--- src/rtl/tone_pkg.sv ---
// rtl/tone_pkg.sv - tone decoder defaults, class codes and window arithmetic
package tone_pkg;

    localparam int unsigned DEF_CLOCK_HZ      = 100_000_000;
    localparam int unsigned DEF_ITEM0_FREQ_HZ = 800;
    localparam int unsigned DEF_ITEM1_FREQ_HZ = 1000;
    localparam int unsigned DEF_ITEM2_FREQ_HZ = 1200;
    localparam int unsigned DEF_ITEM3_FREQ_HZ = 1400;
    localparam int unsigned DEF_ERROR_FREQ_HZ = 300;
    localparam int unsigned DEF_TOL_PCT       = 5;
    localparam int unsigned DEF_LOCK_HALVES   = 8;
    localparam int unsigned DEF_SILENCE_MS    = 4;

    typedef enum logic [2:0] {
        CLS_NONE  = 3'd0,
        CLS_ITEM0 = 3'd1,
        CLS_ITEM1 = 3'd2,
        CLS_ITEM2 = 3'd3,
        CLS_ITEM3 = 3'd4,
        CLS_ERR   = 3'd5
    } tone_class_t;

    // The generator toggles every divider+1 clocks, hence the +1.
    function automatic int unsigned half_period(input int unsigned clock_hz,
                                                input int unsigned freq_hz);
        return clock_hz / (2 * freq_hz) + 1;
    endfunction

    // 64-bit intermediate keeps h*(100+tol) from overflowing at slow tones.
    function automatic int unsigned window_lo(input int unsigned h, input int unsigned tol_pct);
        return 32'((64'(h) * 64'(100 - tol_pct)) / 64'd100);
    endfunction

    function automatic int unsigned window_hi(input int unsigned h, input int unsigned tol_pct);
        return 32'((64'(h) * 64'(100 + tol_pct)) / 64'd100);
    endfunction

    function automatic logic [1:0] item_code(input tone_class_t c);
        case (c)
            CLS_ITEM1: return 2'd1;
            CLS_ITEM2: return 2'd2;
            CLS_ITEM3: return 2'd3;
            default:   return 2'd0;
        endcase
    endfunction

endpackage

--- src/rtl/sync_edge_detect.sv ---
// rtl/sync_edge_detect.sv - 2-flop synchroniser with registered any-edge strobe
module sync_edge_detect (
    input  logic clk,
    input  logic rst,
    input  logic din,
    output logic edge_pulse
);

    logic meta;
    logic sync;
    logic sync_d;

    // Resynchronise din, then strobe one cycle whenever the synced level changes.
    always_ff @(posedge clk or posedge rst) begin
        if (rst) begin
            meta       <= 1'b0;
            sync       <= 1'b0;
            sync_d     <= 1'b0;
            edge_pulse <= 1'b0;
        end else begin
            meta       <= din;
            sync       <= meta;
            sync_d     <= sync;
            edge_pulse <= sync ^ sync_d;
        end
    end

endmodule

--- src/rtl/tone_decoder.sv ---
// rtl/tone_decoder.sv - half-period tone classifier with lock and end-of-tone reporting
module tone_decoder
    import tone_pkg::*;
#(
    parameter int unsigned CLOCK_HZ      = DEF_CLOCK_HZ,
    parameter int unsigned ITEM0_FREQ_HZ = DEF_ITEM0_FREQ_HZ,
    parameter int unsigned ITEM1_FREQ_HZ = DEF_ITEM1_FREQ_HZ,
    parameter int unsigned ITEM2_FREQ_HZ = DEF_ITEM2_FREQ_HZ,
    parameter int unsigned ITEM3_FREQ_HZ = DEF_ITEM3_FREQ_HZ,
    parameter int unsigned ERROR_FREQ_HZ = DEF_ERROR_FREQ_HZ,
    parameter int unsigned TOL_PCT       = DEF_TOL_PCT,
    parameter int unsigned LOCK_HALVES   = DEF_LOCK_HALVES,
    parameter int unsigned SILENCE_MS    = DEF_SILENCE_MS
) (
    input  logic        clk,
    input  logic        rst,
    input  logic        audio_in,
    output logic        tone_valid,
    output logic [1:0]  tone_item,
    output logic        tone_error,
    output logic        tone_done,
    output logic [15:0] tone_halves,
    output logic        busy
);

    localparam logic [31:0] H_ERR = half_period(CLOCK_HZ, ERROR_FREQ_HZ);
    localparam logic [31:0] H_I0  = half_period(CLOCK_HZ, ITEM0_FREQ_HZ);
    localparam logic [31:0] H_I1  = half_period(CLOCK_HZ, ITEM1_FREQ_HZ);
    localparam logic [31:0] H_I2  = half_period(CLOCK_HZ, ITEM2_FREQ_HZ);
    localparam logic [31:0] H_I3  = half_period(CLOCK_HZ, ITEM3_FREQ_HZ);

    localparam logic [31:0] ERR_LO = window_lo(H_ERR, TOL_PCT);
    localparam logic [31:0] ERR_HI = window_hi(H_ERR, TOL_PCT);
    localparam logic [31:0] I0_LO  = window_lo(H_I0, TOL_PCT);
    localparam logic [31:0] I0_HI  = window_hi(H_I0, TOL_PCT);
    localparam logic [31:0] I1_LO  = window_lo(H_I1, TOL_PCT);
    localparam logic [31:0] I1_HI  = window_hi(H_I1, TOL_PCT);
    localparam logic [31:0] I2_LO  = window_lo(H_I2, TOL_PCT);
    localparam logic [31:0] I2_HI  = window_hi(H_I2, TOL_PCT);
    localparam logic [31:0] I3_LO  = window_lo(H_I3, TOL_PCT);
    localparam logic [31:0] I3_HI  = window_hi(H_I3, TOL_PCT);

    localparam logic [31:0] SILENCE_CYCLES = 32'((CLOCK_HZ / 1000) * SILENCE_MS);
    localparam logic [15:0] LOCK_CNT       = 16'(LOCK_HALVES);

    localparam logic [1:0] ST_IDLE    = 2'd0;
    localparam logic [1:0] ST_ACQUIRE = 2'd1;
    localparam logic [1:0] ST_LOCKED  = 2'd2;

    logic        edge_pulse;
    logic [31:0] hp_cnt;
    logic [1:0]  state;
    tone_class_t cls;
    tone_class_t cand;
    logic [15:0] match_cnt;
    logic        same;
    logic [15:0] acq_cnt;
    tone_class_t acq_cand;
    logic        silent;

    sync_edge_detect u_sync (
        .clk        (clk),
        .rst        (rst),
        .din        (audio_in),
        .edge_pulse (edge_pulse)
    );

    assign silent = (hp_cnt == SILENCE_CYCLES);
    assign busy   = (state != ST_IDLE);

    // Clocks since the last edge; restarts at 1 so an N-cycle half reads N at the next edge.
    always_ff @(posedge clk or posedge rst) begin
        if (rst) begin
            hp_cnt <= 32'd0;
        end else if (edge_pulse) begin
            hp_cnt <= 32'd1;
        end else if (hp_cnt < SILENCE_CYCLES) begin
            hp_cnt <= hp_cnt + 32'd1;
        end
    end

    // Window lookup on the just-finished half; error tone has first claim.
    always_comb begin
        cls = CLS_NONE;
        if (hp_cnt >= ERR_LO && hp_cnt <= ERR_HI) begin
            cls = CLS_ERR;
        end else if (hp_cnt >= I0_LO && hp_cnt <= I0_HI) begin
            cls = CLS_ITEM0;
        end else if (hp_cnt >= I1_LO && hp_cnt <= I1_HI) begin
            cls = CLS_ITEM1;
        end else if (hp_cnt >= I2_LO && hp_cnt <= I2_HI) begin
            cls = CLS_ITEM2;
        end else if (hp_cnt >= I3_LO && hp_cnt <= I3_HI) begin
            cls = CLS_ITEM3;
        end
    end

    // Candidate tracking shared by acquisition and the restart out of lock.
    always_comb begin
        same = (cls != CLS_NONE) && (cls == cand);
        if (same) begin
            acq_cnt = match_cnt + 16'd1;
        end else if (cls != CLS_NONE) begin
            acq_cnt = 16'd1;
        end else begin
            acq_cnt = 16'd0;
        end
        acq_cand = (same || cls == CLS_NONE) ? cand : cls;
    end

    // Tone FSM; an edge always wins over a silence terminal count in the same cycle.
    always_ff @(posedge clk or posedge rst) begin
        if (rst) begin
            state       <= ST_IDLE;
            cand        <= CLS_NONE;
            match_cnt   <= 16'd0;
            tone_valid  <= 1'b0;
            tone_done   <= 1'b0;
            tone_item   <= 2'd0;
            tone_error  <= 1'b0;
            tone_halves <= 16'd0;
        end else begin
            tone_valid <= 1'b0;
            tone_done  <= 1'b0;
            case (state)
                ST_IDLE: begin
                    if (edge_pulse) begin
                        state     <= ST_ACQUIRE;
                        cand      <= CLS_NONE;
                        match_cnt <= 16'd0;
                    end
                end
                ST_ACQUIRE: begin
                    if (edge_pulse) begin
                        match_cnt <= acq_cnt;
                        cand      <= acq_cand;
                        if (acq_cnt == LOCK_CNT) begin
                            state       <= ST_LOCKED;
                            tone_valid  <= 1'b1;
                            tone_item   <= item_code(acq_cand);
                            tone_error  <= (acq_cand == CLS_ERR);
                            tone_halves <= LOCK_CNT;
                        end
                    end else if (silent) begin
                        state <= ST_IDLE;
                    end
                end
                ST_LOCKED: begin
                    if (edge_pulse) begin
                        if (same) begin
                            if (tone_halves != 16'hFFFF) begin
                                tone_halves <= tone_halves + 16'd1;
                            end
                        end else begin
                            tone_done <= 1'b1;
                            state     <= ST_ACQUIRE;
                            match_cnt <= acq_cnt;
                            cand      <= acq_cand;
                        end
                    end else if (silent) begin
                        tone_done <= 1'b1;
                        state     <= ST_IDLE;
                    end
                end
                default: begin
                    state <= ST_IDLE;
                end
            endcase
        end
    end

endmodule
--- config.mk ---
export PLATFORM = sky130hd
export DESIGN_NAME = tone_decoder
export DESIGN_NICKNAME = d
export VERILOG_FILES = /design/src/rtl/tone_pkg.sv /design/src/rtl/sync_edge_detect.sv /design/src/rtl/tone_decoder.sv
export SDC_FILE = /design/constraint.sdc
export NUM_CORES = 1
export LEC_CHECK = 0
export ABC_AREA = 1
export BUFFER_PORTS_ARGS = -buffer_cell sky130_fd_sc_hd__buf_4
export CELL_PAD_IN_SITES_DETAIL_PLACEMENT = 1
export CELL_PAD_IN_SITES_GLOBAL_PLACEMENT = 2
export CORE_ASPECT_RATIO = 0.9
export CORE_MARGIN = 5
export CORE_UTILIZATION = 23
export CTS_CLUSTER_SIZE = 14
export DETAILED_ROUTE_END_ITERATION = 7
export PLACE_DENSITY_LB_ADDON = 0.1
export SETUP_SLACK_MARGIN = 0.5
export SLEW_MARGIN = 20
export SYNTH_ARGS = -nofsm -noshare
export SYNTH_HDL_FRONTEND = slang
export SYNTH_HIERARCHICAL = 1
export SYNTH_SLANG_ARGS = --single-unit
--- constraint.sdc ---
create_clock -name clk -period 2.7 [get_ports clk]
set_input_delay 0.135 -clock clk [delete_from_list [all_inputs] [get_ports clk]]
set_output_delay 0.135 -clock clk [all_outputs]
set_load 0.05 [all_outputs]
==> flow_metrics.py, run 1 <==
metrics = {
    "status": {
        "status": "finished, violations left",
        "violations": "negative setup slack",
    },
    "finish": {
        "multiInputGateArea_sq_mm": 0.00392,
        "stdcell_count": 1390,
        "layout_common_cells": "225 x buf_4, 136 x nand2_1, 120 x inv_1",
        "fin_area_sq_mm": 0.00921,
        "num-nets-final": 1090,
        "seqCellArea_sq_mm": 0.00197,
        "final_core_util_pct": 38.0,
        "fillers": 2942,
        "antenna_cells": 0,
        "area_delta_synth_final_pct": 62.5,
        "drive_above_1_share_pct": 46.2,
        "layout_commonest_cell": "buf_4",
    },
    "detailed_routing": {
        "wl_per_cell_um": 17.0,
        "viasPerCell": 4.72,
        "dr.pass1.iters": 4,
        "drc": 0,
        "ant_nets": 0,
        "drtIter0Drc": 313,
        "wl_um": 23600,
        "vias": 6565,
    },
    "timing": {
        "rsz0062_at_grt": "yes",
        "clock.fmax_ghz": 0.325,
        "setup_viol": 41,
        "tightest_slew_ns": 0.589,
        "slew_headroom_pct": 60.4,
        "maxSlewViolCount": 0,
        "finalCritPeriodShare_pct": 114,
        "fin_hold_ws_ns": 0.234,
        "final_hold_viol_count": 0,
        "fin_skew_ns": 0.0135,
        "finalWorstSetupSlack_ns": -0.375,
        "fin_crit_ns": 3.08,
    },
    "synthesis": {
        "post-synth-top-area-cell": "dfrtp_1",
        "synthArstFlopShare_pct": 100,
        "synthCells": 835,
        "ys_ff_latch": 78,
        "synth.area.top_cells": "dfrtp_1 34%, nand2_1 12%, inv_1 9.1%",
        "synthFlopType": "dfrtp_1",
        "ys_types": 47,
        "syn_area_sq_mm": 0.00567,
        "synth_nets": 847,
        "synth.top_cell.area_share_pct": 34.4,
        "ys_warn_count": 6,
        "synth_edf_count": 0,
        "syn_avg_cell_area_sq_um": 6.79,
        "ys_seq_area_share_pct": 34.4,
    },
    "power_and_ir_drop": {
        "peakVddDrop_uv": 257,
        "power_density_mw_per_mm2": 500,
        "finalPower_mw": 4.61,
        "p_leak_nw": 4.49,
    },
    "setup_path": {
        "required_ns": 2.98,
        "endpoint_kind": "flop",
        "crit_path_max_fanout": 6,
        "r2r-end": "match_cnt[2]",
        "reg2reg_depth": 19,
        "timing.rr.start": "hp_cnt[14]",
        "cp-start-kind": "flop",
        "critPathCapture": "match_cnt[2]",
        "arrival_ns": 3.35,
        "startpoint": "hp_cnt[14]",
        "r2r_slack_ns": -0.38,
        "critPathKind": "flop to flop",
    },
    "placement": {
        "placed_area_sq_mm": 0.00765,
        "dp.cells": 1318,
        "dp_hpwl_um": 17900,
        "place.gp.congestion": 0.853,
        "port_buffers": 24,
    },
    "die": {
        "die_y_um": 159,
        "rows": 54,
        "die-area_sq_mm": 0.0279,
        "dieWidth_um": 175,
        "start_util_pct": 23.4,
        "core_area_sq_mm": 0.0243,
        "io_pins": 25,
    },
    "job": {
        "cap_violations": 0,
    },
    "clock_tree": {
        "numCtsBuffers": 9,
        "cts.htree.levels": 3,
        "clk_pin_slew_ns": 0.07,
        "clock-sinks": 78,
        "cts_max_path_buffers": 2,
        "clock_tree.root_cell": "clkbuf_16",
        "cts_tree": "yes",
        "clock_latency_ns": 0.35,
    },
    "grt": {
        "grt_first_pass_wirelength_um": 37100,
        "grt_pass1_vias": 6773,
        "grt-ovfl-total": 0,
        "grt_max_degree": 55,
        "grt_use_total_pct": 16.4,
        "grt_antenna_before_repair": 0,
    },
    "hold_path": {
        "holdCritPathClass": "input pin to async pin",
    },
}
-- per-layer routing --
| layer | part of all wire [%] | GRT usage [%] |
|---|---|---|
| met3 | 2.2 | 2.28 |
| met1 | 50 | 24.0 |
| met2 | 46 | 25.8 |
| met5 | 0 | 0 |
| met4 | 1.3 | 3.76 |
-- sequential cells by signal, summed over array words and instances (netlist names) --
name,count
hp_cnt,32
tone_halves,16
tone_done,1
u_sync/sync,1
cand,3
tone_item,2
u_sync/sync_d,1
tone_error,1
state,2
u_sync/meta,1
u_sync/edge_pulse,1
tone_valid,1
match_cnt,16
-- how the worst min path moves through the flow --
stage               start                 to  cells after the start
CTS                   rst        u_sync/sync                      3
global placement      rst        u_sync/sync                      2
global route          rst        u_sync/sync                      3
detailed placement    rst        u_sync/sync                      2
finish                rst        u_sync/sync                      3
floorplan             rst  u_sync/edge_pulse                      1
-- report_power, final --
| group | switching [mW] | internal [mW] |
|---|---|---|
| sequential | 0.0883 | 1.24 |
| clock | 0.562 | 0.810 |
| combinational | 1.20 | 0.709 |
| total | 1.85 | 2.76 |
-- worst max-delay path, cell delays in order (launching register included) --
cell and delay (ns):
dfrtp_2 0.45, buf_4 0.16, nor3_2 0.23, nand3_1 0.12, nor2_2 0.19, nand2_1 0.09
nand2_1 0.08, nand2_2 0.09, nand4_1 0.15, nand3_4 0.12, nor2_4 0.19, nand3_2 0.14
buf_4 0.16, buf_6 0.10, buf_4 0.12, buf_4 0.12, buf_4 0.13, buf_4 0.12
buf_4 0.12, o21ai_2 0.10
-- metrics by stage --
stage / setup WS [ns] / TNS [ns]
floorplan: 0.169 / 0
global placement: -0.296 / -9.49
detailed placement: -0.328 / -10.92
CTS: -0.226 / -6.54
global route: -0.508 / -15.61
finish: -0.375 / -9.13
-- repair_timing --
item                                    in CTS  in global routing
buffers inserted                            15                 38
resized for setup                           81                145
hold buffers                                 2                  0
endpoints found under the setup margin      73                 72
pin swaps                                   10                 47
cloned                                       0                  2
hold endpoints to repair                    25                  0
-- final cells by class --
class | instances | area share [%]
Clock buffer | 10 | 2.49
Clock inverter | 5 | 0.910
Inverter | 151 | 6.48
Multi-Input combinational cell | 586 | 42.5
Sequential cell | 78 | 21.4
Tap cell | 308 | 4.18
Timing Repair Buffer | 252 | 22.1
-- Yosys cell counts (3+ instances only) --
cell      number
a21oi_1       29
buf_2          8
buf_4          6
clkbuf_1       5
dfrtp_1       78
ha_1           9
inv_1        137
inv_2         12
nand2_1      181
nand2_2       11
nand2_4        6
nand3_1       60
nand3_2        3
nand3b_1       4
nand4_1       37
nor2_1       101
nor2_2         6
nor2_4         4
nor3_1        25
nor4_1        12
o211ai_1      10
o21ai_0       31
o21ai_1        4
o22ai_1        7
o32ai_1       10
xor2_1        12
-- cells by family after synthesis --
kind of cell | Yosys count | share of synthesized area, %
buf+inv | 173 | 12.3
fa+ha+maj | 9 | 1.99
flops | 78 | 34.4
xor+xnor | 13 | 2.01
compound gates | 104 | 11.2
simple gates | 458 | 38.1
Power figures use the tool's default switching activity.
==> run 2, diff against run 1 <==
- CORE_MARGIN: 5 -> not set
- SETUP_SLACK_MARGIN: 0.5 -> 0.05
==> run 2 against run 1 <==
  * The run still ends with negative setup slack left
  * First-iteration DRC count is 5.4% higher
  * Via count is 0.94% lower
  * Final area is 2.3% lower
  * Sequential share of layout area is 0.52 points higher
  * Total power is 13% higher
  * Setup slack worse by 0.0071 ns
  * Die area is 9.4% lower
  * Sequential cell count stayed put
  * Hold slack worse by 0.0052 ns
  * Largest cell class unchanged
  * Largest power group unchanged
==> flow_metrics.py, run 2 (synthesis gave the netlist of run 1 again) <==
metrics = {
    "clock_tree": {
        "cts.htree.levels": 3,
        "clock_tree.root_cell": "clkbuf_16",
        "clk_pin_slew_ns": 0.07,
        "cts_tree": "yes",
        "cts_max_path_buffers": 2,
        "numCtsBuffers": 9,
        "clock_latency_ns": 0.36,
        "clock-sinks": 78,
    },
    "grt": {
        "use_met1_pct": 27.8,
        "grt_antenna_before_repair": 0,
        "grt_first_pass_wirelength_um": 38200,
        "grt_max_degree": 47,
        "grtUsageMet2_pct": 31.2,
        "grt_use_total_pct": 19.6,
        "grt-ovfl-total": 0,
        "use_met3_pct": 2.90,
        "grt_pass1_vias": 6897,
        "grt_busiest_layer": "met2",
    },
    "finish": {
        "num-nets-final": 1080,
        "largest_register": "hp_cnt",
        "area_delta_synth_final_pct": 58.8,
        "layout_commonest_cell": "buf_4",
        "drive_above_1_share_pct": 41.5,
        "largestRegisters": "hp_cnt (32), match_cnt (16), tone_halves (16)",
        "final_core_util_pct": 37.2,
        "fin_area_sq_mm": 0.00900,
        "layout_common_cells": "218 x buf_4, 159 x nand2_1, 128 x inv_1",
        "largest_reg_flops": 32,
        "antenna_cells": 0,
    },
    "placement": {
        "dp_hpwl_um": 17800,
        "place.gp.congestion": 0.917,
        "placed_area_sq_mm": 0.00741,
        "port_buffers": 24,
    },
    "timing": {
        "clock.fmax_ghz": 0.324,
        "maxSlewViolCount": 0,
        "finalCritPeriodShare_pct": 114,
        "rsz0062_at_grt": "yes",
        "fin_crit_ns": 3.08,
        "slew_headroom_pct": 37.0,
        "tightest_slew_ns": 0.945,
        "setup_viol": 41,
        "fin_skew_ns": 0.0107,
        "finalWorstSetupSlack_ns": -0.383,
        "final_hold_viol_count": 0,
    },
    "detailed_routing": {
        "drc": 0,
        "drtIter0Drc": 330,
        "wl_um": 24400,
        "wl_per_cell_um": 17.6,
        "vias": 6503,
        "dr.pass1.iters": 4,
        "ant_nets": 0,
        "viasPerCell": 4.71,
    },
    "setup_path": {
        "arrival_ns": 3.33,
        "required_ns": 2.94,
        "r2r_slack_ns": -0.38,
        "cp-start-kind": "flop",
        "crit_path_max_fanout": 8,
        "critPathKind": "flop to flop",
        "endpoint_kind": "flop",
    },
    "die": {
        "core_area_sq_mm": 0.0242,
        "dieWidth_um": 167,
        "rows": 54,
        "io_pins": 25,
        "die-area_sq_mm": 0.0253,
        "start_util_pct": 23.4,
        "die_y_um": 151,
    },
    "power_and_ir_drop": {
        "power_density_mw_per_mm2": 577,
        "peakVddDrop_uv": 311,
        "p_leak_nw": 4.44,
    },
    "status": {
        "violations": "negative setup slack",
        "status": "finished, violations left",
    },
    "hold_path": {
        "holdCritPathClass": "input pin to async pin",
    },
    "job": {
        "cap_violations": 0,
    },
}
==> run 2: changes by cell type in the layout (fill, tap and decap cells not counted), sizes merged <==
cell / before / now
clkinvlp: 2 / 0
nand2: 200 / 199
bufinv: 2 / 3
clkinv: 2 / 6
inv: 150 / 149
buf: 250 / 240
==> run 2: area by class of cell <==
| cell class | instances | area [sq um] |
|---|---|---|
| well taps | 308 | 385 |
| multi-input cells | 585 | 3680 |
| clock buffers | 9 | 225 |
| clock inverters | 7 | 121 |
| flip-flops and latches | 78 | 1970 |
| repair buffers | 243 | 2040 |
| fillers | 2935 | 15200 |
| inverters | 151 | 586 |
==> run 2: path summary, 6_finish.rpt <==
path / from / depth (start not counted) / endpoint
max in group asynchronous: rst / 4 / match_cnt[1]
worst min-delay path: rst / 3 / u_sync/sync
min in group clk: u_sync/meta / 0 / u_sync/sync
worst max-delay path: hp_cnt[10] / 21 / tone_halves[13]
worst min register to register: u_sync/meta / 0 / u_sync/sync
worst max register to register: hp_cnt[10] / 21 / tone_halves[13]
==> run 2: repair_timing <==
action                                  in CTS  in global routing
gates cloned                                 4                  2
pin swaps                                   51                 27
endpoints found under the hold margin        5                  0
endpoints found under the setup margin      47                 47
setup buffers                               30                 17
gates resized for setup                    139                 68
hold buffers                                 2                  0
==> run 2: stage by stage <==
step	setup slack [ns]	hold WS [ns]	setup TNS [ns]	power [mW]	std cells
floorplan	0.0942	-0.0989	0	2.23	835
CTS	-0.229	0.222	-5.56	5.05	1366
finish	-0.383	0.229	-13.11	5.20	1381
global route	-0.556	0.239	-19.28	5.47	1381
global placement	-0.420	0.0324	-15.01	2.83	1315
detailed placement	-0.379	0.0505	-12.16	2.86	1315
==> run 2: routing by layer <==
metal  vias up  wire length (um)
met4         0               277
li1       3195                 -
met2        78             11000
met5         -                 0
met1      3211             12400
met3        19               689
==> run 2: power by group <==
part / switching, mW / internal (mW) / total (mW)
combinational: 1.36 / 1.06 / 2.41
sequential: 0.0807 / 1.24 / 1.32
clock: 0.554 / 0.909 / 1.46
total: 1.99 / 3.21 / 5.20
==> run 2: critical path: stages, from the launching register on <==
cell	delay, ns
dfrtp_2	0.47
nor2_1	0.17
buf_4	0.14
nand2_1	0.08
a21oi_1	0.25
nand3_2	0.11
o21ai_2	0.09
nand2_4	0.09
nand2_4	0.11
nor3_4	0.05
buf_6	0.13
nor2_4	0.19
nand3_2	0.08
nand2_1	0.14
nand2_1	0.10
nor2_2	0.11
nand2_2	0.12
nand2_8	0.16
buf_6	0.14
nand4_1	0.07
nand2_1	0.09
nor2_1	0.05
